--- src/rtl/fifo_in_sync_tuser_if.sv ---
// Ingress FIFO bundle: AXI-Stream slave beats in, FWFT head and status out.
// slave: FIFO side (takes S_AXIS_*, IN_RDEN); master: producer/consumer side.
interface fifo_in_sync_tuser_if #(
  parameter int DATA_WIDTH = 8,
  parameter int USER_WIDTH = 1,
  parameter int DEPTH      = 16
);
  localparam int KW = DATA_WIDTH / 8;
  localparam int CW = $clog2(DEPTH) + 1;

  logic [DATA_WIDTH-1:0] S_AXIS_TDATA;
  logic [KW-1:0]         S_AXIS_TKEEP;
  logic [USER_WIDTH-1:0] S_AXIS_TUSER;
  logic                  S_AXIS_TLAST;
  logic                  S_AXIS_TVALID;
  logic                  S_AXIS_TREADY;
  logic [DATA_WIDTH-1:0] IN_DOUT_DATA;
  logic [KW-1:0]         IN_DOUT_KEEP;
  logic [USER_WIDTH-1:0] IN_DOUT_USER;
  logic                  IN_DOUT_LAST;
  logic                  IN_RDEN;
  logic                  IN_EMPTY;
  logic                  IN_AEMPTY;
  logic [CW-1:0]         IN_COUNT;
  logic                  IN_UNDERFLOW;

  modport slave (
    input  S_AXIS_TDATA, S_AXIS_TKEEP, S_AXIS_TUSER,
    input  S_AXIS_TLAST, S_AXIS_TVALID, IN_RDEN,
    output S_AXIS_TREADY,
    output IN_DOUT_DATA, IN_DOUT_KEEP, IN_DOUT_USER,
    output IN_DOUT_LAST, IN_EMPTY, IN_AEMPTY,
    output IN_COUNT, IN_UNDERFLOW
  );

  modport master (
    output S_AXIS_TDATA, S_AXIS_TKEEP, S_AXIS_TUSER,
    output S_AXIS_TLAST, S_AXIS_TVALID, IN_RDEN,
    input  S_AXIS_TREADY,
    input  IN_DOUT_DATA, IN_DOUT_KEEP, IN_DOUT_USER,
    input  IN_DOUT_LAST, IN_EMPTY, IN_AEMPTY,
    input  IN_COUNT, IN_UNDERFLOW
  );
endinterface

--- src/rtl/fifo_in_sync_tuser.sv ---
// Ingress sync FIFO: AXI-Stream beats in, first-word-fall-through head out.
// Ports: CLK, RESET (async high), bus (slave modport: S_AXIS_*, IN_*).
module fifo_in_sync_tuser #(
  parameter int DATA_WIDTH    = 8,
  parameter int USER_WIDTH    = 1,
  parameter int DEPTH         = 16,
  parameter int AEMPTY_THRESH = 1
) (
  input  logic                  CLK,
  input  logic                  RESET,
  fifo_in_sync_tuser_if.slave   bus
);
  localparam int KW = DATA_WIDTH / 8;
  localparam int AW = $clog2(DEPTH);
  localparam int PW = AW + 1;
  localparam int EW = DATA_WIDTH + KW + USER_WIDTH + 1;
  localparam logic [PW-1:0] FULL_CNT = PW'(DEPTH);
  localparam logic [PW-1:0] AE_CNT   = PW'(AEMPTY_THRESH);
  localparam logic [PW-1:0] ONE      = PW'(1);

  logic [EW-1:0] mem_q [DEPTH];

  logic [PW-1:0] wr_ptr_q, wr_ptr_d;
  logic [PW-1:0] rd_ptr_q, rd_ptr_d;
  logic [PW-1:0] count_q, count_d;
  logic          empty_q, empty_d;
  logic          aempty_q, aempty_d;
  logic          tready_q, tready_d;
  logic          uflow_q, uflow_d;
  logic          wr, rd;
  logic [EW-1:0] head;

  always_comb begin
    wr       = bus.S_AXIS_TVALID & tready_q;
    rd       = bus.IN_RDEN & ~empty_q;
    wr_ptr_d = wr ? wr_ptr_q + ONE : wr_ptr_q;
    rd_ptr_d = rd ? rd_ptr_q + ONE : rd_ptr_q;
    count_d  = count_q;
    case ({wr, rd})
      2'b10:   count_d = count_q + ONE;
      2'b01:   count_d = count_q - ONE;
      default: count_d = count_q;
    endcase
    // Flags come from the next count so they are plain flops,
    // keeping IN_RDEN off any combinational path to TREADY.
    empty_d  = (count_d == '0);
    aempty_d = (count_d <= AE_CNT);
    tready_d = (count_d != FULL_CNT);
    uflow_d  = bus.IN_RDEN & empty_q;
  end

  // Storage carries no reset; stale entries are hidden by IN_EMPTY.
  always_ff @(posedge CLK) begin
    if (wr) begin
      mem_q[wr_ptr_q[AW-1:0]] <= {bus.S_AXIS_TLAST, bus.S_AXIS_TUSER,
                                  bus.S_AXIS_TKEEP, bus.S_AXIS_TDATA};
    end
  end

  always_ff @(posedge CLK or posedge RESET) begin
    if (RESET) begin
      wr_ptr_q <= '0;
      rd_ptr_q <= '0;
      count_q  <= '0;
      empty_q  <= 1'b1;
      aempty_q <= 1'b1;
      tready_q <= 1'b0;
      uflow_q  <= 1'b0;
    end else begin
      wr_ptr_q <= wr_ptr_d;
      rd_ptr_q <= rd_ptr_d;
      count_q  <= count_d;
      empty_q  <= empty_d;
      aempty_q <= aempty_d;
      tready_q <= tready_d;
      uflow_q  <= uflow_d;
    end
  end

  assign head = mem_q[rd_ptr_q[AW-1:0]];

  assign {bus.IN_DOUT_LAST, bus.IN_DOUT_USER,
          bus.IN_DOUT_KEEP, bus.IN_DOUT_DATA} = head;

  assign bus.S_AXIS_TREADY = tready_q;
  assign bus.IN_EMPTY      = empty_q;
  assign bus.IN_AEMPTY     = aempty_q;
  assign bus.IN_COUNT      = count_q;
  assign bus.IN_UNDERFLOW  = uflow_q;
endmodule
--- src/flat_wrapper.sv ---
// flat-port wrapper written by rule: the top's interface ports become plain ports
module fifo_in_sync_tuser_flat 
#(
  parameter int DATA_WIDTH    = 8,
  parameter int USER_WIDTH    = 1,
  parameter int DEPTH         = 16,
  parameter int AEMPTY_THRESH = 1
)
  (CLK, RESET, bus_S_AXIS_TDATA, bus_S_AXIS_TKEEP, bus_S_AXIS_TUSER, bus_S_AXIS_TLAST, bus_S_AXIS_TVALID, bus_IN_RDEN, bus_S_AXIS_TREADY, bus_IN_DOUT_DATA, bus_IN_DOUT_KEEP, bus_IN_DOUT_USER, bus_IN_DOUT_LAST, bus_IN_EMPTY, bus_IN_AEMPTY, bus_IN_COUNT, bus_IN_UNDERFLOW);
  fifo_in_sync_tuser_if #(.DATA_WIDTH(DATA_WIDTH), .USER_WIDTH(USER_WIDTH), .DEPTH(DEPTH)) bus_i ();
  input  logic CLK;
  input  logic RESET;
  input wire logic [$bits(bus_i.S_AXIS_TDATA)-1:0] bus_S_AXIS_TDATA;
  input wire logic [$bits(bus_i.S_AXIS_TKEEP)-1:0] bus_S_AXIS_TKEEP;
  input wire logic [$bits(bus_i.S_AXIS_TUSER)-1:0] bus_S_AXIS_TUSER;
  input wire logic [$bits(bus_i.S_AXIS_TLAST)-1:0] bus_S_AXIS_TLAST;
  input wire logic [$bits(bus_i.S_AXIS_TVALID)-1:0] bus_S_AXIS_TVALID;
  input wire logic [$bits(bus_i.IN_RDEN)-1:0] bus_IN_RDEN;
  output wire logic [$bits(bus_i.S_AXIS_TREADY)-1:0] bus_S_AXIS_TREADY;
  output wire logic [$bits(bus_i.IN_DOUT_DATA)-1:0] bus_IN_DOUT_DATA;
  output wire logic [$bits(bus_i.IN_DOUT_KEEP)-1:0] bus_IN_DOUT_KEEP;
  output wire logic [$bits(bus_i.IN_DOUT_USER)-1:0] bus_IN_DOUT_USER;
  output wire logic [$bits(bus_i.IN_DOUT_LAST)-1:0] bus_IN_DOUT_LAST;
  output wire logic [$bits(bus_i.IN_EMPTY)-1:0] bus_IN_EMPTY;
  output wire logic [$bits(bus_i.IN_AEMPTY)-1:0] bus_IN_AEMPTY;
  output wire logic [$bits(bus_i.IN_COUNT)-1:0] bus_IN_COUNT;
  output wire logic [$bits(bus_i.IN_UNDERFLOW)-1:0] bus_IN_UNDERFLOW;
  assign bus_i.S_AXIS_TDATA = bus_S_AXIS_TDATA;
  assign bus_i.S_AXIS_TKEEP = bus_S_AXIS_TKEEP;
  assign bus_i.S_AXIS_TUSER = bus_S_AXIS_TUSER;
  assign bus_i.S_AXIS_TLAST = bus_S_AXIS_TLAST;
  assign bus_i.S_AXIS_TVALID = bus_S_AXIS_TVALID;
  assign bus_i.IN_RDEN = bus_IN_RDEN;
  assign bus_S_AXIS_TREADY = bus_i.S_AXIS_TREADY;
  assign bus_IN_DOUT_DATA = bus_i.IN_DOUT_DATA;
  assign bus_IN_DOUT_KEEP = bus_i.IN_DOUT_KEEP;
  assign bus_IN_DOUT_USER = bus_i.IN_DOUT_USER;
  assign bus_IN_DOUT_LAST = bus_i.IN_DOUT_LAST;
  assign bus_IN_EMPTY = bus_i.IN_EMPTY;
  assign bus_IN_AEMPTY = bus_i.IN_AEMPTY;
  assign bus_IN_COUNT = bus_i.IN_COUNT;
  assign bus_IN_UNDERFLOW = bus_i.IN_UNDERFLOW;
  fifo_in_sync_tuser #(.DATA_WIDTH(DATA_WIDTH), .USER_WIDTH(USER_WIDTH), .DEPTH(DEPTH), .AEMPTY_THRESH(AEMPTY_THRESH)) u_core (.CLK(CLK), .RESET(RESET), .bus(bus_i));
endmodule
--- config.mk ---
export PLATFORM = sky130hd
export DESIGN_NAME = fifo_in_sync_tuser_flat
export DESIGN_NICKNAME = d
export VERILOG_FILES = /design/src/rtl/fifo_in_sync_tuser_if.sv /design/src/rtl/fifo_in_sync_tuser.sv /design/src/flat_wrapper.sv
export SDC_FILE = /design/constraint.sdc
export NUM_CORES = 1
export LEC_CHECK = 0
export CORE_UTILIZATION = 53
export CTS_CLUSTER_DIAMETER = 50
export DETAILED_ROUTE_END_ITERATION = 7
export GPL_TIMING_DRIVEN = 0
export PLACE_DENSITY = 0.77
export SYNTH_ARGS = -nofsm -noshare
export SYNTH_HDL_FRONTEND = slang
export SYNTH_SLANG_ARGS = --single-unit
--- constraint.sdc ---
create_clock -name CLK -period 7.9 [get_ports CLK]
set_input_delay 0.79 -clock CLK [delete_from_list [all_inputs] [get_ports CLK]]
set_output_delay 0.79 -clock CLK [all_outputs]
set_load 0.05 [all_outputs]
==> results of run 1 <==
==> final timing paths <==
check	startpoint	to	slack [ns]	cells past startpoint
hold reg to reg	u_core.bus.IN_COUNT[4]	u_core.bus.IN_COUNT[4]	0.54	1
hold / removal	u_core.bus.IN_COUNT[4]	u_core.bus.IN_COUNT[4]	0.54	1
max in group asynchronous	RESET	u_core.wr_ptr_q[2]	6.71	2
min in group asynchronous	RESET	u_core.bus.IN_COUNT[3]	0.75	2
setup / recovery	u_core.rd_ptr_q[0]	bus_IN_DOUT_USER	3.47	8
setup reg to reg	u_core.bus.S_AXIS_TREADY	u_core.bus.S_AXIS_TREADY	5.24	11
==> cells in the final DEF (no fill, tap or decap), drive strengths merged, types with 4 or more instances in the layout <==
cell / count
buf: 11
dfrtp: 15
a21oi: 13
nand2: 24
edfxtp: 176
mux4: 22
xnor2: 7
a221oi: 11
nor2: 13
clkbuf: 32
a22oi: 11
o21ai: 24
nor3: 6
inv: 12
clkdlybuf4s50: 34
mux2i: 33
ha: 7
mux2: 13
xor2: 4
==> worst max-delay path, cell delays in order, from the launching register on <==
cell	delay, ns
dfrtp_1	0.37
clkbuf_1	0.23
buf_2	0.47
buf_2	0.41
mux2i_1	0.13
a221oi_1	0.50
o21ai_0	0.17
nand2_1	0.13
clkdlybuf4s50_1	0.81
==> cell families after synthesis <==
| family | Yosys count | share of synthesized area (%) |
|---|---|---|
| DFF | 193 | 73.8 |
| muxes | 68 | 12.6 |
| buffers and inverters | 27 | 1.73 |
| adders and majority gates | 7 | 1.13 |
| xor gates and xnor gates | 11 | 1.34 |
| and+or+nand+nor | 61 | 3.97 |
| AOI/OAI and AO/OA | 64 | 5.52 |
==> routing by layer <==
layer / up-vias / track usage, % / share of wire, %
met4: 0 / 11.1 / 2.4
met1: 2081 / 32.0 / 41
met5: - / 0 / 0
met2: 189 / 36.0 / 50
li1: 1819 / - / -
met3: 30 / 5.07 / 7.2
==> sequential cells by signal, summed over array words and instances, names as in the netlist <==
register,flops
u_core.bus.IN_UNDERFLOW,1
u_core.bus.S_AXIS_TREADY,1
u_core.bus.IN_EMPTY,1
u_core.bus.IN_COUNT,5
u_core.bus.IN_AEMPTY,1
u_core.mem_q,176
u_core.rd_ptr_q,4
u_core.wr_ptr_q,4
==> through the flow <==
stage	area (sq um)	utilization, %	hold WS [ns]	std cells
global placement	8310	59.2	0.518	645
finish	9000	64.1	0.537	681
floorplan	7750	-	0.502	431
global route	9000	64.1	0.560	681
CTS	9000	64.1	0.538	681
detailed placement	8380	59.7	0.526	649
==> Yosys cell counts, drive strengths merged <==
library cell,instances
dfstp,2
nor2,13
clkbuf,15
nor3,6
xor2,4
a21o,1
dfrtp,15
mux2i,33
a311oi,1
a22oi,11
nand2b,2
nand4,1
buf,7
or3b,1
or4,1
nand2,24
a211o,1
and2,3
nand4b,1
edfxtp,176
o21ai,24
nor2b,3
a221oi,11
mux2,13
inv,5
a21bo,1
nand3,3
and3,1
a21oi,13
a41oi,1
nor4,1
ha,7
or3,1
mux4,22
xnor2,7
==> cell type report <==
class                   count  share of cell area (%)
flip-flops and latches    193                    63.5
inverters                   5                   0.348
well taps                 180                    2.50
repair buffers             38                    4.28
plain buffers              22                    1.14
multi-input cells         211                    21.3
clock buffers              17                    4.73
clock inverters            15                    2.18
==> power by group through the flow <==
stage          registers [mW]  clock network (mW)  logic [mW]
2_1_floorplan            1.39                   0       0.931
3_3_place_gp             1.33                   0        1.39
3_5_place_dp             1.34                   0        1.44
4_1_cts                  1.32               0.905        1.45
5_1_grt                  1.33               0.944        1.53
6_report                 1.32               0.899        1.45
==> run_summary.xml, run 1 <==
<?xml version="1.0" encoding="UTF-8"?>
<metrics>
  <group name="pwr">
    <metric name="fin_total_pwr" unit="mW">3.67</metric>
    <metric name="switching_share" unit="%">37.7</metric>
    <metric name="power.combinational.fraction" unit="%">39.5</metric>
    <metric name="power_density" unit="nW/um^2">408</metric>
    <metric name="power_report.internal_total" unit="mW">2.28</metric>
    <metric name="reported_net_switching_power" unit="mW">1.38</metric>
    <metric name="seqPwrFrac" unit="%">36.0</metric>
    <metric name="p_leak" unit="nW">3.04</metric>
    <metric name="share_clk_of_total_power" unit="%">24.5</metric>
    <metric name="peakVddDrop" unit="uV">235</metric>
  </group>
  <group name="timing">
    <metric name="max_freq" unit="MHz">226</metric>
    <metric name="timing_hold_violations_final" unit="">0</metric>
    <metric name="largest_clock_skew_in_the_final_design" unit="ns">0.00621</metric>
    <metric name="tightest_slew" unit="ns">1.31</metric>
    <metric name="fin_setup_tns" unit="ns">0</metric>
    <metric name="timing.final.max_slew_violations" unit="">0</metric>
    <metric name="max-slew-margin-rel" unit="%">12.2</metric>
    <metric name="rsz_0062_raised_after_global_routing" unit="">no</metric>
    <metric name="final.min_clock_period" unit="ns">4.43</metric>
    <metric name="fin_crit_sh" unit="%">56.1</metric>
    <metric name="final-setup-viol-count" unit="">0</metric>
    <metric name="post-route-worst-setup-slack" unit="ns">3.47</metric>
  </group>
  <group name="finish">
    <metric name="finish.net_count" unit="">510</metric>
    <metric name="final_layout_size_suffix_gt1_share" unit="%">18.4</metric>
    <metric name="combined_area_of_the_multi_input_logic_cells" unit="sq um">1920</metric>
    <metric name="area.growth.synth_to_final" unit="%">16.2</metric>
    <metric name="n_antenna_cell" unit="">0</metric>
    <metric name="final.fill_count" unit="">948</metric>
    <metric name="layout.area.seq" unit="sq um">5710</metric>
  </group>
  <group name="die">
    <metric name="placementRows" unit="">43</metric>
    <metric name="fp.dieW" unit="um">123</metric>
    <metric name="design.die.area" unit="sq um">15100</metric>
    <metric name="io-pin-count" unit="">35</metric>
    <metric name="initial_utilization" unit="%">55.2</metric>
    <metric name="die_y_extent" unit="um">123</metric>
    <metric name="core-area" unit="sq um">14000</metric>
  </group>
  <group name="clocking">
    <metric name="insertion_delay" unit="ns">0.43</metric>
    <metric name="cts_buffer_depth" unit="">2</metric>
    <metric name="hold_buffers" unit="">0</metric>
    <metric name="cts.reportedPaths.clkPinSlew" unit="ns">0.07</metric>
    <metric name="cts.htree.levels" unit="">4</metric>
    <metric name="tritoncts.num_buffers" unit="">17</metric>
    <metric name="post_cts_resize_count" unit="">0</metric>
    <metric name="numClockSinks" unit="">193</metric>
    <metric name="clock_tree.root_cell" unit="">clkbuf_16</metric>
    <metric name="tritoncts" unit="">built</metric>
    <metric name="postCtsSetupBuffers" unit="">0</metric>
  </group>
  <group name="hold_path">
    <metric name="timing.hold.worst.class" unit="">reg -&gt; reg</metric>
  </group>
  <group name="synthesis">
    <metric name="seq_area_frac_synth" unit="%">73.8</metric>
    <metric name="synth_area_leader_cell" unit="">edfxtp_1</metric>
    <metric name="ys_seq_elements" unit="">193</metric>
    <metric name="synthDominantCellAreaShare" unit="%">68.2</metric>
    <metric name="postSynthAreaPerCell" unit="sq um">18.0</metric>
    <metric name="mappedNetlistNets" unit="">453</metric>
    <metric name="number_of_warnings_issued_by_yosys" unit="">0</metric>
    <metric name="syn-instance-count" unit="">431</metric>
    <metric name="netlist_top_cells_area" unit="">edfxtp_1 (68%), mux4_2 (6.4%), dfrtp_1 (4.8%)</metric>
    <metric name="cell_variety_after_synth" unit="">41</metric>
    <metric name="netlist_area_before_placement" unit="sq um">7750</metric>
  </group>
  <group name="setup_path">
    <metric name="startpoint_type" unit="">register</metric>
    <metric name="worst_ep_arrival_time" unit="ns">3.64</metric>
    <metric name="setup.worst_path.class" unit="">reg -&gt; out</metric>
    <metric name="cp_data_required_time" unit="ns">7.11</metric>
    <metric name="critical_path_fanouts_max" unit="">10</metric>
    <metric name="end_kind" unit="">output pin</metric>
  </group>
  <group name="grt">
    <metric name="wire_length_of_the_first_global_routing_pass" unit="um">24300</metric>
    <metric name="global_route.overflow_total" unit="">0</metric>
    <metric name="grt_max_degree" unit="">19</metric>
    <metric name="grt_pass1_vias" unit="">4186</metric>
    <metric name="number_of_antenna_violations_at_the_first_check_in_global_routing" unit="">0</metric>
    <metric name="grtUsageTotal" unit="%">23.4</metric>
  </group>
  <group name="placed_design">
    <metric name="port_buf_inserts" unit="">34</metric>
    <metric name="pre_cts_slack" unit="ns">4.02</metric>
    <metric name="finalWeightedCongestion" unit="">0.853</metric>
    <metric name="placed_wire_length_estimate" unit="um">10400</metric>
  </group>
  <group name="drt">
    <metric name="detail_route.first_pass.iterations" unit="">4</metric>
    <metric name="viasPerCell" unit="">6.05</metric>
    <metric name="routed_wirelength" unit="um">15900</metric>
    <metric name="route.detailed.drc" unit="">0</metric>
    <metric name="ant_nets" unit="">0</metric>
    <metric name="wl_per_cell" unit="um">23.4</metric>
    <metric name="first_iteration_detailed_routing_drc_count" unit="">316</metric>
    <metric name="via_count" unit="">4119</metric>
  </group>
  <group name="run">
    <metric name="cap_violations" unit="">0</metric>
  </group>
  <group name="status">
    <metric name="run_status" unit="">completed</metric>
  </group>
</metrics>
(Power assumes the default switching activity.)
==> inputs of run 2 (changes only) <==
==> constraint.sdc (replaced) <==
create_clock -name CLK -period 4.2 [get_ports CLK]
set_input_delay 0.42 -clock CLK [delete_from_list [all_inputs] [get_ports CLK]]
set_output_delay 0.42 -clock CLK [all_outputs]
set_load 0.05 [all_outputs]
==> run_summary.xml, run 2 (synthesis results as in run 1) <==
<?xml version="1.0" encoding="UTF-8"?>
<metrics>
  <group name="drt">
    <metric name="viasPerCell" unit="">6.03</metric>
    <metric name="routed_wirelength" unit="um">15900</metric>
    <metric name="wl_per_cell" unit="um">23.3</metric>
    <metric name="detail_route.first_pass.iterations" unit="">4</metric>
    <metric name="route.detailed.drc" unit="">0</metric>
    <metric name="via_count" unit="">4107</metric>
    <metric name="first_iteration_detailed_routing_drc_count" unit="">316</metric>
    <metric name="ant_nets" unit="">0</metric>
  </group>
  <group name="die">
    <metric name="core-area" unit="sq um">14000</metric>
    <metric name="initial_utilization" unit="%">55.2</metric>
    <metric name="io-pin-count" unit="">35</metric>
    <metric name="design.die.area" unit="sq um">15100</metric>
    <metric name="fp.dieW" unit="um">123</metric>
    <metric name="die_y_extent" unit="um">123</metric>
    <metric name="placementRows" unit="">43</metric>
  </group>
  <group name="setup_path">
    <metric name="startpoint_type" unit="">register</metric>
    <metric name="worst_ep_arrival_time" unit="ns">3.54</metric>
    <metric name="crit_path_max_incr_delay" unit="ns">0.81</metric>
    <metric name="setup.worst_path.class" unit="">reg -&gt; out</metric>
    <metric name="cp_data_required_time" unit="ns">3.78</metric>
    <metric name="critical_path_fanouts_max" unit="">10</metric>
    <metric name="slowest_stage" unit="">clkdlybuf4s50_1</metric>
    <metric name="crit_path_cell_trace" unit="">clkbuf_1 &gt; clkbuf_4 &gt; buf_2 &gt; mux2i_1 &gt; a221oi_1 &gt; o21ai_0 &gt; nand2_1 &gt; clkdlybuf4s50_1</metric>
    <metric name="end_kind" unit="">output pin</metric>
  </group>
  <group name="clocking">
    <metric name="tritoncts.num_buffers" unit="">17</metric>
    <metric name="cts.reportedPaths.clkPinSlew" unit="ns">0.07</metric>
    <metric name="postCtsSetupBuffers" unit="">0</metric>
    <metric name="hold_buffers" unit="">0</metric>
    <metric name="insertion_delay" unit="ns">0.43</metric>
    <metric name="cts.htree.levels" unit="">4</metric>
    <metric name="numClockSinks" unit="">193</metric>
    <metric name="tritoncts" unit="">built</metric>
    <metric name="clock_tree.root_cell" unit="">clkbuf_16</metric>
    <metric name="cts_buffer_depth" unit="">2</metric>
    <metric name="post_cts_resize_count" unit="">0</metric>
  </group>
  <group name="timing">
    <metric name="tightest_slew" unit="ns">1.31</metric>
    <metric name="timing.final.max_slew_violations" unit="">0</metric>
    <metric name="max-slew-margin-rel" unit="%">12.3</metric>
    <metric name="timing_hold_violations_final" unit="">0</metric>
    <metric name="final.min_clock_period" unit="ns">3.96</metric>
    <metric name="max_freq" unit="MHz">252</metric>
    <metric name="final-setup-viol-count" unit="">0</metric>
    <metric name="fin_setup_tns" unit="ns">0</metric>
    <metric name="post-route-worst-setup-slack" unit="ns">0.238</metric>
    <metric name="fin_crit_sh" unit="%">94.3</metric>
    <metric name="rsz_0062_raised_after_global_routing" unit="">no</metric>
    <metric name="largest_clock_skew_in_the_final_design" unit="ns">0.00633</metric>
  </group>
  <group name="finish">
    <metric name="area.growth.synth_to_final" unit="%">16.2</metric>
    <metric name="largest_register_ff_count" unit="">176</metric>
    <metric name="utilization" unit="%">64.1</metric>
    <metric name="finish.net_count" unit="">510</metric>
    <metric name="n_antenna_cell" unit="">0</metric>
    <metric name="layout.cells.most_common" unit="">edfxtp_1</metric>
    <metric name="final_layout_size_suffix_gt1_share" unit="%">18.4</metric>
    <metric name="layout.cells.most_common_list" unit="">edfxtp_1 (176), clkdlybuf4s50_1 (34), mux2i_1 (33), o21ai_0 (24), nand2_1 (23)</metric>
    <metric name="stdcell_area" unit="sq um">9000</metric>
  </group>
  <group name="pwr">
    <metric name="peakVddDrop" unit="uV">442</metric>
    <metric name="power_density" unit="nW/um^2">767</metric>
    <metric name="fin_total_pwr" unit="mW">6.90</metric>
    <metric name="p_leak" unit="nW">3.04</metric>
  </group>
  <group name="placed_design">
    <metric name="placed_wire_length_estimate" unit="um">10400</metric>
    <metric name="pre_cts_slack" unit="ns">0.687</metric>
    <metric name="port_buf_inserts" unit="">34</metric>
    <metric name="placement.cell_area" unit="sq um">8380</metric>
    <metric name="finalWeightedCongestion" unit="">0.853</metric>
  </group>
  <group name="run">
    <metric name="cap_violations" unit="">0</metric>
  </group>
  <group name="grt">
    <metric name="global_route.overflow_total" unit="">0</metric>
    <metric name="number_of_antenna_violations_at_the_first_check_in_global_routing" unit="">0</metric>
    <metric name="wire_length_of_the_first_global_routing_pass" unit="um">24300</metric>
    <metric name="grt_pass1_vias" unit="">4186</metric>
    <metric name="grt_max_degree" unit="">19</metric>
    <metric name="grtUsageTotal" unit="%">23.4</metric>
  </group>
  <group name="status">
    <metric name="run_status" unit="">completed</metric>
  </group>
  <group name="hold_path">
    <metric name="timing.hold.worst.class" unit="">in -&gt; async</metric>
  </group>
</metrics>
==> run 2: cell types whose count changed in the layout (fill, tap and decap cells not counted) <==
cell      delta
buf_2        -1
clkbuf_4     +1
==> run 2: through the flow <==
stage,cells,hold WS (ns)
floorplan,431,0.345
global placement,645,0.518
detailed placement,649,0.526
CTS,681,0.398
global route,681,0.476
finish,681,0.383
==> run 2: final timing paths <==
check / endpoint / slack [ns] / cells past startpoint / startpoint
min in group CLK: u_core.bus.IN_COUNT[4] / 0.54 / 1 / u_core.bus.IN_COUNT[4]
worst min-delay path: u_core.bus.IN_COUNT[3] / 0.38 / 2 / RESET
worst max-delay path: bus_IN_DOUT_USER / 0.24 / 8 / u_core.rd_ptr_q[0]
worst max register to register: u_core.bus.S_AXIS_TREADY / 1.54 / 11 / u_core.bus.S_AXIS_TREADY
worst min register to register: u_core.bus.IN_COUNT[4] / 0.54 / 1 / u_core.bus.IN_COUNT[4]
max in group asynchronous: u_core.wr_ptr_q[2] / 3.38 / 2 / RESET
==> run 2: metal layers <==
metal	track usage, %	share of wire, %	wire length, um	vias to the layer above
li1	-	-	-	1821
met5	0	0	0	-
met3	5.07	7.1	1130	30
met1	32.0	41	6460	2071
met4	11.1	2.3	371	0
met2	36.0	50	7910	185
==> run 2: area by class of cell <==
type                       instances  area (sq um)
buffer                            22           105
clock buffer                      17           425
clock inverter                    15           196
fill                             949          5040
inverter                           5          31.3
multi-input combinational        211          1920
sequential                       193          5710
tap                              180           225
timing repair buffer              38           385
==> run 2: critical path, delay by kind of cell, from the launching register on <==
family / cells / cell delay (ns)
flip-flops: 1 / 0.37
buffers and inverters: 4 / 1.81
AO/OA/AOI/OAI: 2 / 0.67
multiplexers: 1 / 0.13
AND/OR/NAND/NOR: 1 / 0.13
==> run 2: power breakdown <==
part / switching [mW] / internal [mW]
sequential: 0.115 / 2.37
combinational: 1.75 / 0.976
clock: 0.734 / 0.957
total: 2.60 / 4.30
==> inputs of run 3 (changes only) <==
--- a/config.mk
+++ b/config.mk
@@ -5,6 +5,7 @@
 export SDC_FILE = /design/constraint.sdc
 export NUM_CORES = 1
 export LEC_CHECK = 0
+export CORE_MARGIN = 3
 export CORE_UTILIZATION = 53
 export CTS_CLUSTER_DIAMETER = 50
 export DETAILED_ROUTE_END_ITERATION = 7
==> run_summary.xml, run 3 (synthesis results as in run 1) <==
<?xml version="1.0" encoding="UTF-8"?>
<metrics>
  <group name="placed_design">
    <metric name="placement.cell_area" unit="sq um">8370</metric>
    <metric name="pre_cts_slack" unit="ns">0.747</metric>
    <metric name="finalWeightedCongestion" unit="">0.819</metric>
    <metric name="placed_wire_length_estimate" unit="um">10200</metric>
    <metric name="port_buf_inserts" unit="">34</metric>
  </group>
  <group name="die">
    <metric name="initial_utilization" unit="%">55.0</metric>
    <metric name="core-area" unit="sq um">14100</metric>
    <metric name="io-pin-count" unit="">35</metric>
    <metric name="placementRows" unit="">43</metric>
    <metric name="fp.dieW" unit="um">127</metric>
    <metric name="die_y_extent" unit="um">127</metric>
    <metric name="design.die.area" unit="sq um">16100</metric>
  </group>
  <group name="pwr">
    <metric name="p_leak" unit="nW">3.00</metric>
    <metric name="power.combinational.fraction" unit="%">40.1</metric>
    <metric name="power_report.internal_total" unit="mW">4.21</metric>
    <metric name="switching_share" unit="%">36.9</metric>
    <metric name="seqPwrFrac" unit="%">37.1</metric>
    <metric name="power_density" unit="nW/um^2">748</metric>
    <metric name="reported_net_switching_power" unit="mW">2.47</metric>
    <metric name="share_clk_of_total_power" unit="%">22.7</metric>
    <metric name="peakVddDrop" unit="uV">459</metric>
  </group>
  <group name="timing">
    <metric name="post-route-worst-setup-slack" unit="ns">0.273</metric>
    <metric name="final.min_clock_period" unit="ns">3.93</metric>
    <metric name="fin_setup_tns" unit="ns">0</metric>
    <metric name="timing.final.max_slew_violations" unit="">0</metric>
    <metric name="timing_hold_violations_final" unit="">0</metric>
    <metric name="final-setup-viol-count" unit="">0</metric>
    <metric name="largest_clock_skew_in_the_final_design" unit="ns">0.00776</metric>
    <metric name="tightest_slew" unit="ns">1.15</metric>
    <metric name="hold-worst-slack" unit="ns">0.409</metric>
    <metric name="rsz_0062_raised_after_global_routing" unit="">no</metric>
    <metric name="max_freq" unit="MHz">255</metric>
    <metric name="max-slew-margin-rel" unit="%">23.1</metric>
    <metric name="fin_crit_sh" unit="%">93.5</metric>
  </group>
  <group name="clocking">
    <metric name="cts.reportedPaths.clkPinSlew" unit="ns">0.06</metric>
    <metric name="tritoncts.num_buffers" unit="">17</metric>
    <metric name="tritoncts" unit="">built</metric>
    <metric name="post_cts_resize_count" unit="">0</metric>
    <metric name="clock_tree.root_cell" unit="">clkbuf_16</metric>
    <metric name="postCtsSetupBuffers" unit="">0</metric>
    <metric name="hold_buffers" unit="">0</metric>
    <metric name="numClockSinks" unit="">193</metric>
    <metric name="cts.htree.levels" unit="">4</metric>
    <metric name="insertion_delay" unit="ns">0.43</metric>
    <metric name="cts_buffer_depth" unit="">2</metric>
  </group>
  <group name="grt">
    <metric name="gr-usage-met3" unit="%">4.04</metric>
    <metric name="grt.met2_usage" unit="%">31.0</metric>
    <metric name="global_route.overflow_total" unit="">0</metric>
    <metric name="grt_max_degree" unit="">18</metric>
    <metric name="wire_length_of_the_first_global_routing_pass" unit="um">23700</metric>
    <metric name="grt_busiest_layer" unit="">met2</metric>
    <metric name="globalRouteMet1Util" unit="%">27.5</metric>
    <metric name="grtUsageTotal" unit="%">19.8</metric>
    <metric name="number_of_antenna_violations_at_the_first_check_in_global_routing" unit="">0</metric>
    <metric name="grt_pass1_vias" unit="">4142</metric>
  </group>
  <group name="drt">
    <metric name="route.detailed.drc" unit="">0</metric>
    <metric name="ant_nets" unit="">0</metric>
    <metric name="viasPerCell" unit="">5.97</metric>
    <metric name="wl_per_cell" unit="um">22.0</metric>
    <metric name="routed_wirelength" unit="um">14900</metric>
    <metric name="first_iteration_detailed_routing_drc_count" unit="">420</metric>
    <metric name="via_count" unit="">4052</metric>
    <metric name="detail_route.first_pass.iterations" unit="">5</metric>
  </group>
  <group name="setup_path">
    <metric name="regToRegSetupSlack" unit="ns">1.58</metric>
    <metric name="end_kind" unit="">output pin</metric>
    <metric name="cp_data_required_time" unit="ns">3.78</metric>
    <metric name="critical_path_fanouts_max" unit="">10</metric>
    <metric name="worst-r2r-cell-count" unit="">11</metric>
    <metric name="startpoint_type" unit="">register</metric>
    <metric name="rr_endpoint" unit="">u_core.bus.S_AXIS_TREADY</metric>
    <metric name="worst_ep_arrival_time" unit="ns">3.51</metric>
    <metric name="setup.worst_path.class" unit="">reg -&gt; out</metric>
    <metric name="worst_r2r_startpoint" unit="">u_core.bus.S_AXIS_TREADY</metric>
  </group>
  <group name="finish">
    <metric name="stdcell_area" unit="sq um">8920</metric>
    <metric name="final_layout_size_suffix_gt1_share" unit="%">17.0</metric>
    <metric name="finish.net_count" unit="">510</metric>
    <metric name="layout.cells.most_common" unit="">edfxtp_1</metric>
    <metric name="layout.cells.most_common_list" unit="">edfxtp_1 (176), clkdlybuf4s50_1 (34), mux2i_1 (33), o21ai_0 (24), nand2_1 (23)</metric>
    <metric name="n_antenna_cell" unit="">0</metric>
    <metric name="final.fill_count" unit="">991</metric>
    <metric name="area.growth.synth_to_final" unit="%">15.2</metric>
    <metric name="largest_register_ff_count" unit="">176</metric>
  </group>
  <group name="run">
    <metric name="cap_violations" unit="">0</metric>
  </group>
  <group name="hold_path">
    <metric name="timing.hold.worst.class" unit="">in -&gt; async</metric>
  </group>
  <group name="status">
    <metric name="run_status" unit="">completed</metric>
  </group>
</metrics>
run 3: routing by layer:
layer | vias up | wire length [um]
li1 | 1820 | -
met1 | 2061 | 6320
met2 | 144 | 7470
met3 | 27 | 867
met4 | 0 | 278
met5 | - | 0
run 3: worst max-delay path by stage:
stage                                   from                  endpoint  slack, ns
finish                    u_core.rd_ptr_q[0]       bus_IN_DOUT_DATA[5]       0.27
global route              u_core.rd_ptr_q[0]       bus_IN_DOUT_DATA[6]       0.08
CTS                       u_core.rd_ptr_q[0]       bus_IN_DOUT_DATA[4]       0.26
detailed placement        u_core.rd_ptr_q[0]       bus_IN_DOUT_DATA[6]       0.75
global placement          u_core.rd_ptr_q[0]          bus_IN_DOUT_KEEP       0.79
floorplan           u_core.bus.S_AXIS_TREADY  u_core.bus.S_AXIS_TREADY       1.40
run 3: metrics by stage:
| step | power, mW | cells | util (%) |
|---|---|---|---|
| floorplan | 4.36 | 431 | - |
| global placement | 5.11 | 645 | 59.0 |
| detailed placement | 5.19 | 649 | 59.4 |
| CTS | 6.71 | 679 | 63.3 |
| global route | 6.98 | 679 | 63.3 |
| finish | 6.67 | 679 | 63.3 |
run 3: critical path, stage by stage, from the launching register on:
cell             delay (ns)
dfrtp_1                0.36
clkbuf_1               0.25
buf_2                  0.43
buf_2                  0.40
mux2i_1                0.14
a221oi_1               0.45
a22oi_1                0.14
nand2_1                0.10
clkdlybuf4s50_1        0.81
run 3: area by class of cell:
cell class | instances | area, sq um | area share [%]
flip-flops and latches | 193 | 5710 | 64.0
multi-input cells | 211 | 1920 | 21.5
clock buffers | 21 | 440 | 4.94
repair buffers | 38 | 382 | 4.28
well taps | 180 | 225 | 2.52
clock inverters | 9 | 110 | 1.23
plain buffers | 22 | 103 | 1.15
inverters | 5 | 31.3 | 0.351
run 3: power by group through the flow:
stage                     clock network (mW)  logic [mW]  registers [mW]
after global placement                     0        2.61            2.50
after CTS                               1.53        2.69            2.48
after global routing                    1.61        2.87            2.50
final                                   1.52        2.68            2.48
after floorplan                            0        1.75            2.61
after detailed placement                   0        2.68            2.52
